$ cat src/rtl/lm07_pkg.sv
// Shared constants and FSM state encoding for the LM07 sensor emulator.
package lm07_pkg;

    localparam int          LM07_TEMP_BITS     = 11;
    localparam int          LM07_FRAME_BITS    = 16;
    localparam int          LM07_PAD_BITS      = LM07_FRAME_BITS - LM07_TEMP_BITS;
    localparam logic [15:0] LM07_DEV_ID        = 16'h8001;
    // Weight of one temperature LSB in milli-degC, used by the reader's BCD path.
    localparam int          LM07_TEMP_LSB_MDEG = 250;

    typedef enum logic [1:0] {
        ST_IDLE  = 2'd0,
        ST_SHIFT = 2'd1,
        ST_DONE  = 2'd2
    } lm07_state_e;

endpackage

$ cat src/rtl/lm07_sync_edge.sv
// Multi-flop synchroniser followed by a rise/fall detector for one async input.
module lm07_sync_edge #(
    parameter int   SYNC_STAGES = 2,
    parameter logic RST_VAL     = 1'b0
) (
    input  logic clk,
    input  logic rst,
    input  logic i_async,
    output logic o_rise,
    output logic o_fall
);

    logic [SYNC_STAGES-1:0] r_sync;
    logic                   r_prev;

    always_ff @(posedge clk) begin
        if (rst) begin
            r_sync <= {SYNC_STAGES{RST_VAL}};
            r_prev <= RST_VAL;
        end else begin
            r_sync <= {r_sync[SYNC_STAGES-2:0], i_async};
            r_prev <= r_sync[SYNC_STAGES-1];
        end
    end

    assign o_rise =  r_sync[SYNC_STAGES-1] & ~r_prev;
    assign o_fall = ~r_sync[SYNC_STAGES-1] &  r_prev;

endmodule

$ cat src/rtl/lm07_sensor_emu.sv
// LM70-style SPI temperature sensor emulator, oversampling cs_n/sck on clk.
// Define LM07_ID_EN to append the 16-bit device ID after the data bits.
//   state    | meaning
//   ST_IDLE  | deselected, sio_oe low, waiting for cs_fall
//   ST_SHIFT | shifting data bits out on each sck_fall
//   ST_DONE  | data bits sent; trailing ID bits or zeros until cs_rise
module lm07_sensor_emu
    import lm07_pkg::*;
#(
    parameter int SYNC_STAGES = 2,
    parameter int TEMP_BITS   = LM07_TEMP_BITS,
    parameter int FRAME_BITS  = LM07_FRAME_BITS
) (
    input  logic                 clk,
    input  logic                 rst,
    input  logic                 cs_n,
    input  logic                 sck,
    input  logic [TEMP_BITS-1:0] temp_in,
    input  logic                 temp_wr,
    output logic                 sio,
    output logic                 sio_oe,
    output logic                 busy,
    output logic                 frame_done
);

    localparam int PAD_BITS = FRAME_BITS - TEMP_BITS;
`ifdef LM07_ID_EN
    localparam int ID_BITS = 16;
`else
    localparam int ID_BITS = 0;
`endif
    localparam int TOTAL_BITS = FRAME_BITS + ID_BITS;
    localparam int CNT_W      = $clog2(TOTAL_BITS + 1);

    localparam logic [CNT_W-1:0] CNT_ONE       = CNT_W'(1);
    localparam logic [CNT_W-1:0] CNT_LAST_DATA = CNT_W'(FRAME_BITS - 1);
    localparam logic [CNT_W-1:0] CNT_MAX       = CNT_W'(TOTAL_BITS);

    logic w_cs_rise, w_cs_fall, w_sck_fall, w_unused_sck_rise;
    logic [TOTAL_BITS-1:0] w_frame;

    lm07_state_e           r_state;
    logic [TEMP_BITS-1:0]  r_hold, r_pend;
    logic                  r_pend_vld;
    logic [TOTAL_BITS-1:0] r_shift;
    logic [CNT_W-1:0]      r_cnt;
    logic                  r_sio, r_sio_oe, r_busy, r_frame_done;

    lm07_sync_edge #(.SYNC_STAGES(SYNC_STAGES), .RST_VAL(1'b1)) u_cs_sync (
        .clk    (clk),
        .rst    (rst),
        .i_async(cs_n),
        .o_rise (w_cs_rise),
        .o_fall (w_cs_fall)
    );

    lm07_sync_edge #(.SYNC_STAGES(SYNC_STAGES), .RST_VAL(1'b0)) u_sck_sync (
        .clk    (clk),
        .rst    (rst),
        .i_async(sck),
        .o_rise (w_unused_sck_rise),
        .o_fall (w_sck_fall)
    );

`ifdef LM07_ID_EN
    assign w_frame = {r_hold, {PAD_BITS{1'b1}}, LM07_DEV_ID};
`else
    assign w_frame = {r_hold, {PAD_BITS{1'b1}}};
`endif

    // A write landing on the cs_rise cycle is newer than any pending value.
    always_ff @(posedge clk) begin
        if (rst) begin
            r_hold     <= '0;
            r_pend     <= '0;
            r_pend_vld <= 1'b0;
        end else if (temp_wr && (!r_busy || w_cs_rise)) begin
            r_hold     <= temp_in;
            r_pend_vld <= 1'b0;
        end else if (temp_wr) begin
            r_pend     <= temp_in;
            r_pend_vld <= 1'b1;
        end else if (w_cs_rise && r_pend_vld) begin
            r_hold     <= r_pend;
            r_pend_vld <= 1'b0;
        end
    end

    always_ff @(posedge clk) begin
        if (rst) begin
            r_state      <= ST_IDLE;
            r_shift      <= '0;
            r_cnt        <= '0;
            r_sio        <= 1'b0;
            r_sio_oe     <= 1'b0;
            r_busy       <= 1'b0;
            r_frame_done <= 1'b0;
        end else begin
            r_frame_done <= 1'b0;
            if (w_cs_rise) begin
                r_state  <= ST_IDLE;
                r_cnt    <= '0;
                r_sio    <= 1'b0;
                r_sio_oe <= 1'b0;
                r_busy   <= 1'b0;
            end else begin
                case (r_state)
                    ST_IDLE: begin
                        if (w_cs_fall) begin
                            r_shift  <= w_frame;
                            r_sio    <= w_frame[TOTAL_BITS-1];
                            r_sio_oe <= 1'b1;
                            r_busy   <= 1'b1;
                            r_cnt    <= CNT_ONE;
                            r_state  <= ST_SHIFT;
                        end
                    end
                    ST_SHIFT: begin
                        if (w_sck_fall) begin
                            r_shift <= r_shift << 1;
                            r_sio   <= r_shift[TOTAL_BITS-2];
                            r_cnt   <= r_cnt + CNT_ONE;
                            if (r_cnt == CNT_LAST_DATA) begin
                                r_frame_done <= 1'b1;
                                r_state      <= ST_DONE;
                            end
                        end
                    end
                    ST_DONE: begin
                        // Zeros shift in behind the frame, so sio reads 0 once it is exhausted.
                        if (w_sck_fall) begin
                            r_shift <= r_shift << 1;
                            r_sio   <= r_shift[TOTAL_BITS-2];
                            if (r_cnt != CNT_MAX) begin
                                r_cnt <= r_cnt + CNT_ONE;
                            end
                        end
                    end
                    default: r_state <= ST_IDLE;
                endcase
            end
        end
    end

    assign sio        = r_sio;
    assign sio_oe     = r_sio_oe;
    assign busy       = r_busy;
    assign frame_done = r_frame_done;

endmodule

$ cat config.mk
export PLATFORM = sky130hd
export DESIGN_NAME = lm07_sensor_emu
export DESIGN_NICKNAME = d
export VERILOG_FILES = /design/src/rtl/lm07_pkg.sv /design/src/rtl/lm07_sync_edge.sv /design/src/rtl/lm07_sensor_emu.sv
export SDC_FILE = /design/constraint.sdc
export NUM_CORES = 1
export LEC_CHECK = 0
export ABC_CLOCK_PERIOD_IN_PS = 2800
export CORE_UTILIZATION = 50
export DETAILED_ROUTE_END_ITERATION = 7
export PLACE_DENSITY_LB_ADDON = 0.25
export SYNTH_ARGS = -nofsm -noshare
export SYNTH_HDL_FRONTEND = slang
export SYNTH_SLANG_ARGS = --single-unit
export TNS_END_PERCENT = 30
$ cat constraint.sdc
create_clock -name clk -period 2.8 [get_ports clk]
set_input_delay 0.28 -clock clk [delete_from_list [all_inputs] [get_ports clk]]
set_output_delay 0.28 -clock clk [all_outputs]
set_load 0.1 [all_outputs]
# Word level (Yosys, flattened, before mapping)

Index checks and enable logic that the tools add are counted.
Widths: inputs -> output; s select.

Output and inout bits: 4
Bits in registers: 54
Input bits: 16

Reductions and logical operators: 20
Bitwise logic cells: 11
Eq/ne operators: 11
Add/subtract/negate cells: 1
Mux-type cells: 21

Operator list:

| kind                | number |
|---|---|
| $mux 11             | 3 |
| $mux 15             | 2 |
| $pmux 15 s2         | 1 |
| $mux 5              | 4 |
| $pmux 5 s3          | 1 |
| $ne 2x1->1 const B  | 5 |
| $not 1->1           | 8 |
| $reduce_and 4->1    | 2 |
| $mux 2              | 3 |
| $pmux 2 s3          | 1 |
| $reduce_and 2->1    | 3 |
| $reduce_bool 2->1   | 3 |
| $reduce_or 2->1     | 3 |
| $add 5x1->5 const B | 1 |
| $eq 5x4->1 const B  | 1 |
| $mux 1              | 5 |
| $ne 5x5->1 const B  | 1 |
| $reduce_and 5->1    | 1 |
| $ne 2x2->1 const B  | 2 |
| $reduce_or 4->1     | 1 |
| $and 1x1->1         | 3 |
| $reduce_and 3->1    | 1 |
| $reduce_bool 3->1   | 1 |
| $eq 2x1->1 const B  | 1 |
| other kinds (6)     | 7 |

# Depth between registers and ports, before layout

Gate-level depths: netlist (run 1).

Word-level depth: 6
Depth in mapped cells: 8

# Hierarchy

A second synthesis (run 1) with hierarchy kept.

Cells, all modules: 267
Area, all modules: 2333.5 um^2

Modules (own cells, without submodules):

| module                      | seq. area each (um^2) | area an instance (um^2) | cells an instance | times used |
|---|---|---|---|---|
| lm07_sensor_emu             | 960.9                 | 2149.6                  | 251               | 1 |
| lm07_sync_edge (u_cs_sync)  | 60.1                  | 92.6                    | 8                 | 1 |
| lm07_sync_edge (u_sck_sync) | 60.1                  | 91.3                    | 8                 | 1 |

# Worst setup path after synthesis (run 1)

Ideal clock, no wire load.

Kind: reg2reg
Start point: reg r_busy, in the netlist busy
End point: reg r_pend[0]
Cell stages (with the launch flop): 6
Slack: 0.869 ns
Data required time: 2.672 ns
Arrival: 1.804 ns
Cells stage by stage: dfxtp_1 > nand2_1 > nor2_1 > buf_2 > mux2i_1 > nor2_1

Cells in the longest elaborated chain, start to end: 5

RTL lines:

| what                       | line                   | text |
|---|---|---|
| start: declaration         | lm07_sensor_emu.sv:47  | `logic r_sio, r_sio_oe, r_busy, r_frame_done;` |
| start signal: assignment   | lm07_sensor_emu.sv:96  | `r_busy <= 1'b0;` |
| start signal: assignment   | lm07_sensor_emu.sv:105 | `r_busy <= 1'b0;` |
| start signal: assignment   | lm07_sensor_emu.sv:113 | `r_busy <= 1'b1;` |
| $logic_not 1->1            | lm07_sensor_emu.sv:77  | `end else if (temp_wr && (!r_busy \|\| w_cs_rise)) begin` |
| $logic_or 1x1->1           | lm07_sensor_emu.sv:77  |  |
| $logic_and 1x1->1          | lm07_sensor_emu.sv:77  |  |
| $not 1->1 (no line)        | n/a                    |  |
| $reduce_and 2->1 (no line) | n/a                    |  |
| end signal: assignment     | lm07_sensor_emu.sv:81  | `r_pend <= temp_in;` |
| end: declaration           | lm07_sensor_emu.sv:43  | `logic [TEMP_BITS-1:0] r_hold, r_pend;` |

Every way passes these cells.
A chain may end at the register's enable or synchronous reset.

# Final worst setup path (run 1)

Start point: reg r_state[0]
End point: reg r_shift[1]

Cells in the longest elaborated chain, start to end: 4

RTL lines:

| what                                                             | line                   | text |
|---|---|---|
| start: declaration                                               | lm07_sensor_emu.sv:42  | `lm07_state_e r_state;` |
| start signal: assignment                                         | lm07_sensor_emu.sv:91  | `r_state <= ST_IDLE;` |
| start signal: assignment                                         | lm07_sensor_emu.sv:101 | `r_state <= ST_IDLE;` |
| start signal: assignment                                         | lm07_sensor_emu.sv:115 | `r_state <= ST_SHIFT;` |
| $eq 2x2->1 / $eq 2x1->1 (equally long branches)                  | lm07_sensor_emu.sv:107 | `case (r_state)` |
| $reduce_or 2->1 (no line)                                        | n/a                    |  |
| $ne 2x1->1 (no line) / $reduce_bool 2->1 (equally long branches) | n/a                    |  |
| $reduce_and 4->1 (no line)                                       | n/a                    |  |
| end signal: assignment                                           | lm07_sensor_emu.sv:110 | `r_shift <= w_frame;` |
| end signal: assignment                                           | lm07_sensor_emu.sv:120 | `r_shift <= r_shift << 1;` |
| end signal: assignment                                           | lm07_sensor_emu.sv:132 | `r_shift <= r_shift << 1;` |
| end: declaration                                                 | lm07_sensor_emu.sv:45  | `logic [TOTAL_BITS-1:0] r_shift;` |

Several ways; a longest one is shown, not always the timed one.

==> results of run 1 <==
area by class of cell:
| cell class | count | share of cell area (%) |
|---|---|---|
| clock buffer | 5 | 2.49 |
| inverter | 13 | 1.77 |
| sequential | 54 | 39.1 |
| multi-input combinational | 179 | 44.9 |
| tap | 67 | 3.03 |
| clock inverter | 3 | 0.770 |
| timing repair buffer | 24 | 7.88 |
routing by layer:
layer / track usage, % / routed length [um] / up-vias
met1: 28.0 / 2470 / 906
met4: 5.88 / 42 / 0
met5: 0 / 0 / -
li1: - / - / 980
met3: 3.75 / 106 / 4
met2: 32.2 / 2250 / 23
cell usage after synthesis, types with 2 or more instances:
cell type  number  area, um2
nand3_1        15       75.1
o311a_1         3       30.0
nor2_1         29        109
o2bb2ai_1       3       26.3
a31oi_1        12       75.1
inv_1          13       48.8
a311oi_1       13        114
o31ai_1         2       15.0
nand2_1        19       71.3
mux2i_1        25        250
clkbuf_1       11       41.3
buf_6           2       22.5
a21oi_1         6       30.0
or2_2           3       18.8
buf_4           2       15.0
ha_1            7       87.6
a31o_2          2       17.5
a211oi_1       11       82.6
nor3_1          3       15.0
buf_2           8       40.0
dfxtp_1        54       1080
nor2b_1         4       25.0
nand2b_1        3       18.8
critical path, stage by stage, from the launching register on:
cell     delay (ps)
dfxtp_1         410
inv_1            80
ha_1            320
o21ai_2         540
nand3_1         230
o311a_1         340
worst paths after layout:
kind	to	start	cells after the start	slack [ps]
setup / recovery	r_shift[1]	r_state[0]	5	770
hold / removal	u_cs_sync.r_sync[1]	u_cs_sync.r_sync[0]	1	420
setup reg to reg	r_shift[1]	r_state[0]	5	770
hold reg to reg	u_cs_sync.r_sync[1]	u_cs_sync.r_sync[0]	1	420
kinds of logic (layout without fill, tap and decap cells):
group	after synthesis	after routing	share of synthesized area [%]
AOI/OAI and AO/OA	63	63	20.4
and+or+nand+nor	84	84	15.9
muxes	25	25	10.1
adders and majority gates	7	7	3.52
DFF	54	54	43.4
buffers and inverters	36	45	6.73
per-stage QoR:
stage                     worst slack, ps  total power (W)  cell area [um2]  util (%)  hold WS [ps]
after floorplan                       869          0.00117             2490         -           384
after detailed placement              815          0.00125             2670      56.2           406
after global placement                884          0.00124             2670      56.2           396
after CTS                             790          0.00168             2760      58.1           421
after global routing                  649          0.00176             2760      58.1           440
final                                 770          0.00167             2760      58.1           415
power groups by stage:
| stage | registers, W | clock network [W] | logic, W |
|---|---|---|---|
| finish | 0.000875 | 0.000436 | 0.000360 |
| detailed placement | 0.000891 | 0 | 0.000358 |
| global route | 0.000882 | 0.000479 | 0.000400 |
| global placement | 0.000889 | 0 | 0.000354 |
| CTS | 0.000874 | 0.000447 | 0.000361 |
| floorplan | 0.000902 | 0 | 0.000265 |
registers in the layout (all words and copies together), names as in the netlist:
signal	cells
r_shift	15
u_sck_sync.r_prev	1
u_cs_sync.r_sync	2
u_sck_sync.r_sync	2
r_pend_vld	1
r_state	2
sio	1
frame_done	1
busy	1
r_hold	11
r_cnt	5
u_cs_sync.r_prev	1
r_pend	11
==> metrics.md, run 1 <==
| Metric | Value |
|---|---|
| Max-Cap Viols | `0` |
| Worst Path Arrival | `2220 ps` |
| Storage cell area | `1080 um2` |
| Ratio of cells with drive above 1 in the final layout | `10.1%` |
| Vias in the first global route | `between 1500 and 2000` |
| Hold Crit Class | `flop to flop` |
| I/O pin count | `20` |
| Cells resized by post-CTS repair | `0` |
| Clock slew seen by the registers of the worst setup and hold paths | `100 ps` |
| TritonCTS Buffers | `5` |
| RSZ-0062 raised after global routing | `no` |
| Core area | `4750 um2` |
| Final clock period utilization by the worst path | `72.5%` |
| Cts hold-fix bufs | `0` |
| Die Area | `5270 um2` |
| Row count | `25` |
| Die X | `around 73 um` |
| Critical Path RT | `3000 ps` |
| Clk buf depth | `2` |
| DRT Wirelength | `4.87 mm` |
| Fin cells | `345` |
| Vias per cell | `5.54` |
| Clock tree root driver cell | `clkbuf_8` |
| Post-Syn Area per Cell | `between 9 and 10 um2` |
| Initial antenna violation count | `0` |
| P&R area growth vs syn | `11.0%` |
| DR pass1 iterations | `4` |
| DPL Wire Length | `3.32 mm` |
| CP Launch Type | `flop` |
| Grt ovf | `0` |
| Crit path time final | `2030 ps` |
| Global-route wire length before repair | `8.38 mm` |
| Syn Inst Count | `269` |
| Placed cells | `337` |
| Die height | `slightly above 70 um` |
| Actual slew at the worst max-slew pin | `591 ps` |
| VDD IR max | `between 0.0003 and 0.0004 V` |
| Yosys warning total | `0` |
| Power share of the clock group | `26.1%` |
| Clock sinks | `54` |
| Primary flip-flop cell chosen by synthesis mapping | `dfxtp_1` |
| Fmax | `0.493 GHz` |
| CTS tree | `yes` |
| LEAKAGE | `between 0.9 and 1 nW` |
| Clock latency at the later pin of the worst-skew pair | `roughly 300 ps` |
| Diode count | `0` |
| Drt drc | `0` |
| Clock skew | `10.6 ps` |
| Net switching power | `approximately 0.0005 W` |
| Via count | `1913` |
| Async SR Flop Fraction | `0%` |
| Gr usage total | `a little over 20%` |
| Seq/Total Area, Yosys | `between 40% and 50%` |
| Postcts setup bufs | `0` |
| Nets | `300` |
| Element type at the critical path end | `flop` |
| Setup TNS | `0 ps` |
| Logic pwr share | `a little over a fifth` |
| Most frequent cells in the layout | `dfxtp_1 (54), nor2_1 (29), mux2i_1 (25)` |
| Crit Path Class | `flop to flop` |
| Port bufs | `19` |
| Largest net degree at the start of global routing | `between 40 and 50` |
| Most common cell after layout, fill and taps aside | `dfxtp_1` |
| Int Power | `0.00116 W` |
| Final Hold Violating Endpoints | `0` |
| Syn_nets | `292` |
| Slew HR | `between 60% and 70%` |
| Seq pwr share | `between 50% and 60%` |
| Synthesized flop and latch total | `54` |
| Multi-input logic area | `1240 um2` |
| Outcome | `completed` |
| Final Setup Violations | `0` |
| Sw frac | `30.4%` |
| Starting Density | `~52%` |
| Post-synth EDFFs | `0` |
| RePlAce Congestion | `0.773` |
| Avg WL per Cell | `14.1 um` |
| Critical path fanouts, max | `15` |
| ANT nets after route | `0` |
| Htree depth | `2` |
| Drt first-iter violations | `103` |
| Synthesized cell area | `2490 um2` |
| Pwr Density | `605 nW/um2` |
| Synth unique cells | `42` |
| Fillers | `456` |
| Slew Viols, Final | `0` |
Note: power is estimated with default switching activity, not from simulation.
==> inputs of run 2 (changes only) <==
--- a/config.mk
+++ b/config.mk
@@ -5,7 +5,7 @@
 export SDC_FILE = /design/constraint.sdc
 export NUM_CORES = 1
 export LEC_CHECK = 0
-export ABC_CLOCK_PERIOD_IN_PS = 2800
+export ABC_CLOCK_PERIOD_IN_PS = 2100
 export CORE_UTILIZATION = 50
 export DETAILED_ROUTE_END_ITERATION = 7
 export PLACE_DENSITY_LB_ADDON = 0.25
==> constraint.sdc (replaced) <==
create_clock -name clk -period 2.1 [get_ports clk]
set_input_delay 0.21 -clock clk [delete_from_list [all_inputs] [get_ports clk]]
set_output_delay 0.21 -clock clk [all_outputs]
set_load 0.1 [all_outputs]
==> metrics.md, run 2 (synthesis results as in run 1) <==
| Metric | Value |
|---|---|
| Worst Path Arrival | `2010 ps (was 2220 ps)` |
| Avg WL per Cell | `14.3 um (was 14.1 um)` |
| Slew Viols, Final | `0 (unchanged)` |
| Drt first-iter violations | `97 (was 103)` |
| Setup TNS | `0 ps (unchanged)` |
| RSZ-0062 raised after global routing | `no (unchanged)` |
| Gr usage total | `20.3% (was 20.2%)` |
| Clk buf depth | `2 (unchanged)` |
| Final clock period utilization by the worst path | `86.6% (was 72.5%)` |
| Multi-input logic area | `1240 um2 (unchanged)` |
| Max-Cap Viols | `0 (unchanged)` |
| Core area | `4750 um2 (unchanged)` |
| I/O pin count | `20 (unchanged)` |
| Most common cell after layout, fill and taps aside | `dfxtp_1 (unchanged)` |
| Nets | `305 (was 300)` |
| Via count | `1984 (was 1913)` |
| Port bufs | `19 (unchanged)` |
| Placed cells | `342 (was 337)` |
| Largest register by flop count | `r_shift (unchanged)` |
| Fin cells | `350 (was 345)` |
| Clock tree root driver cell | `clkbuf_8 (unchanged)` |
| Critical path fanouts, max | `5 (was 15)` |
| Hold depth | `1 (unchanged)` |
| Cts hold-fix bufs | `0 (unchanged)` |
| DRT Wirelength | `5.00 mm (was 4.87 mm)` |
| Postcts setup bufs | `0 (unchanged)` |
| Row count | `25 (unchanged)` |
| Cells resized by post-CTS repair | `0 (unchanged)` |
| Most frequent cells in the layout | `dfxtp_1 (54), nor2_1 (29), mux2i_1 (25) (unchanged)` |
| Worst R2R Path Depth | `7 (was 5)` |
| DR pass1 iterations | `4 (unchanged)` |
| Vias in the first global route | `1800 (was 1768)` |
| Die Area | `5270 um2 (unchanged)` |
| CP Launch Type | `flop (unchanged)` |
| Crit Path Class | `flop to flop (unchanged)` |
| Max FFs per register | `15 (unchanged)` |
| Vias per cell | `5.67 (was 5.54)` |
| Fillers | `439 (was 456)` |
| Die height | `72.6 um (unchanged)` |
| LEAKAGE | `1.02 nW (was 0.973 nW)` |
| Actual slew at the worst max-slew pin | `474 ps (was 591 ps)` |
| Grt ovf | `0 (unchanged)` |
| Htree depth | `2 (unchanged)` |
| Element type at the critical path end | `flop (unchanged)` |
| RePlAce Congestion | `0.784 (was 0.773)` |
| Clock sinks | `54 (unchanged)` |
| Hold Crit Class | `flop to flop (unchanged)` |
| Global-route wire length before repair | `8.38 mm (unchanged)` |
| Crit path time final | `1820 ps (was 2030 ps)` |
| Storage cell area | `1080 um2 (unchanged)` |
| Final Setup Violations | `0 (unchanged)` |
| Diode count | `0 (unchanged)` |
| Starting Density | `52.4% (unchanged)` |
| CTS tree | `yes (unchanged)` |
| Pwr Density | `821 nW/um2 (was 605 nW/um2)` |
| ANT nets after route | `0 (unchanged)` |
| TritonCTS Buffers | `5 (unchanged)` |
| Ratio of cells with drive above 1 in the final layout | `11.7% (was 10.1%)` |
| Outcome | `completed (unchanged)` |
| Final Hold Violating Endpoints | `0 (unchanged)` |
| Largest registers | `r_shift x15, r_hold x11, r_pend x11 (unchanged)` |
| P&R area growth vs syn | `13.8% (was 11.0%)` |
| Critical Path RT | `2290 ps (was 3000 ps)` |
| Drt drc | `0 (unchanged)` |
| Largest net degree at the start of global routing | `43 (unchanged)` |
| DPL Wire Length | `3.43 mm (was 3.32 mm)` |
| Clock latency at the later pin of the worst-skew pair | `310 ps (was 300 ps)` |
| Slew HR | `68.3% (was 60.6%)` |
| Initial antenna violation count | `0 (unchanged)` |
| Fmax | `0.550 GHz (was 0.493 GHz)` |
| VDD IR max | `0.000423 V (was 0.000378 V)` |
| Clock slew seen by the registers of the worst setup and hold paths | `90 ps (was 100 ps)` |
| Die X | `72.6 um (unchanged)` |
| Clock skew | `5.20 ps (was 10.6 ps)` |
[run 2: power by group]
part / internal (W) / switching, W / total (W)
sequential: 0.00111 / 0.0000536 / 0.00116
clock: 0.000334 / 0.000332 / 0.000665
combinational: 0.000216 / 0.000280 / 0.000496
total: 0.00166 / 0.000665 / 0.00233
[run 2: layer usage]
metal	track usage [%]	wire length [um]	vias up	part of all wire, %
met5	0	0	-	0
met4	6.75	69	0	1.4
met3	4.03	104	7	2.1
met2	33.4	2360	24	47
met1	26.6	2470	961	49
li1	-	-	992	-
[run 2: worst max-delay path: stages (launching register included)]
cell,delay [ps]
dfxtp_1,400
ha_1,220
and3_1,170
ha_1,190
nand3b_1,120
a221oi_1,300
mux2i_1,230
nor2_1,60
[run 2: area by class of cell]
cell class / instances / area share [%]
well taps: 67 / 2.96
flip-flops and latches: 54 / 38.2
repair buffers: 29 / 9.45
inverters: 13 / 1.72
clock buffers: 8 / 3.89
multi-input cells: 179 / 43.8
[run 2: path summary, 6_finish.rpt]
check	startpoint	slack (ps)	end
setup / recovery	r_cnt[0]	280	r_state[0]
hold / removal	u_cs_sync.r_sync[0]	420	u_cs_sync.r_sync[1]
setup reg to reg	r_cnt[0]	280	r_state[0]
hold reg to reg	u_cs_sync.r_sync[0]	420	u_cs_sync.r_sync[1]
[run 2: metrics by stage]
step / util, % / instance area, um2 / setup slack [ps] / total power (W) / hold WS [ps]
floorplan: - / 2490 / 169 / 0.00156 / 314
CTS: 59.6 / 2830 / 283 / 0.00234 / 425
finish: 59.6 / 2830 / 282 / 0.00233 / 419
global placement: 57.3 / 2720 / 340 / 0.00167 / 392
global route: 59.6 / 2830 / 141 / 0.00244 / 439
detailed placement: 57.3 / 2720 / 306 / 0.00168 / 403
==> inputs of run 3 (changes only) <==
--- a/config.mk
+++ b/config.mk
@@ -5,10 +5,10 @@
 export SDC_FILE = /design/constraint.sdc
 export NUM_CORES = 1
 export LEC_CHECK = 0
-export ABC_CLOCK_PERIOD_IN_PS = 2100
 export CORE_UTILIZATION = 50
 export DETAILED_ROUTE_END_ITERATION = 7
 export PLACE_DENSITY_LB_ADDON = 0.25
+export SETUP_SLACK_MARGIN = 0.1
 export SYNTH_ARGS = -nofsm -noshare
 export SYNTH_HDL_FRONTEND = slang
 export SYNTH_SLANG_ARGS = --single-unit
==> results of run 3 <==
Same layout as run 2: the final DEF is identical, and so are final timing and power.
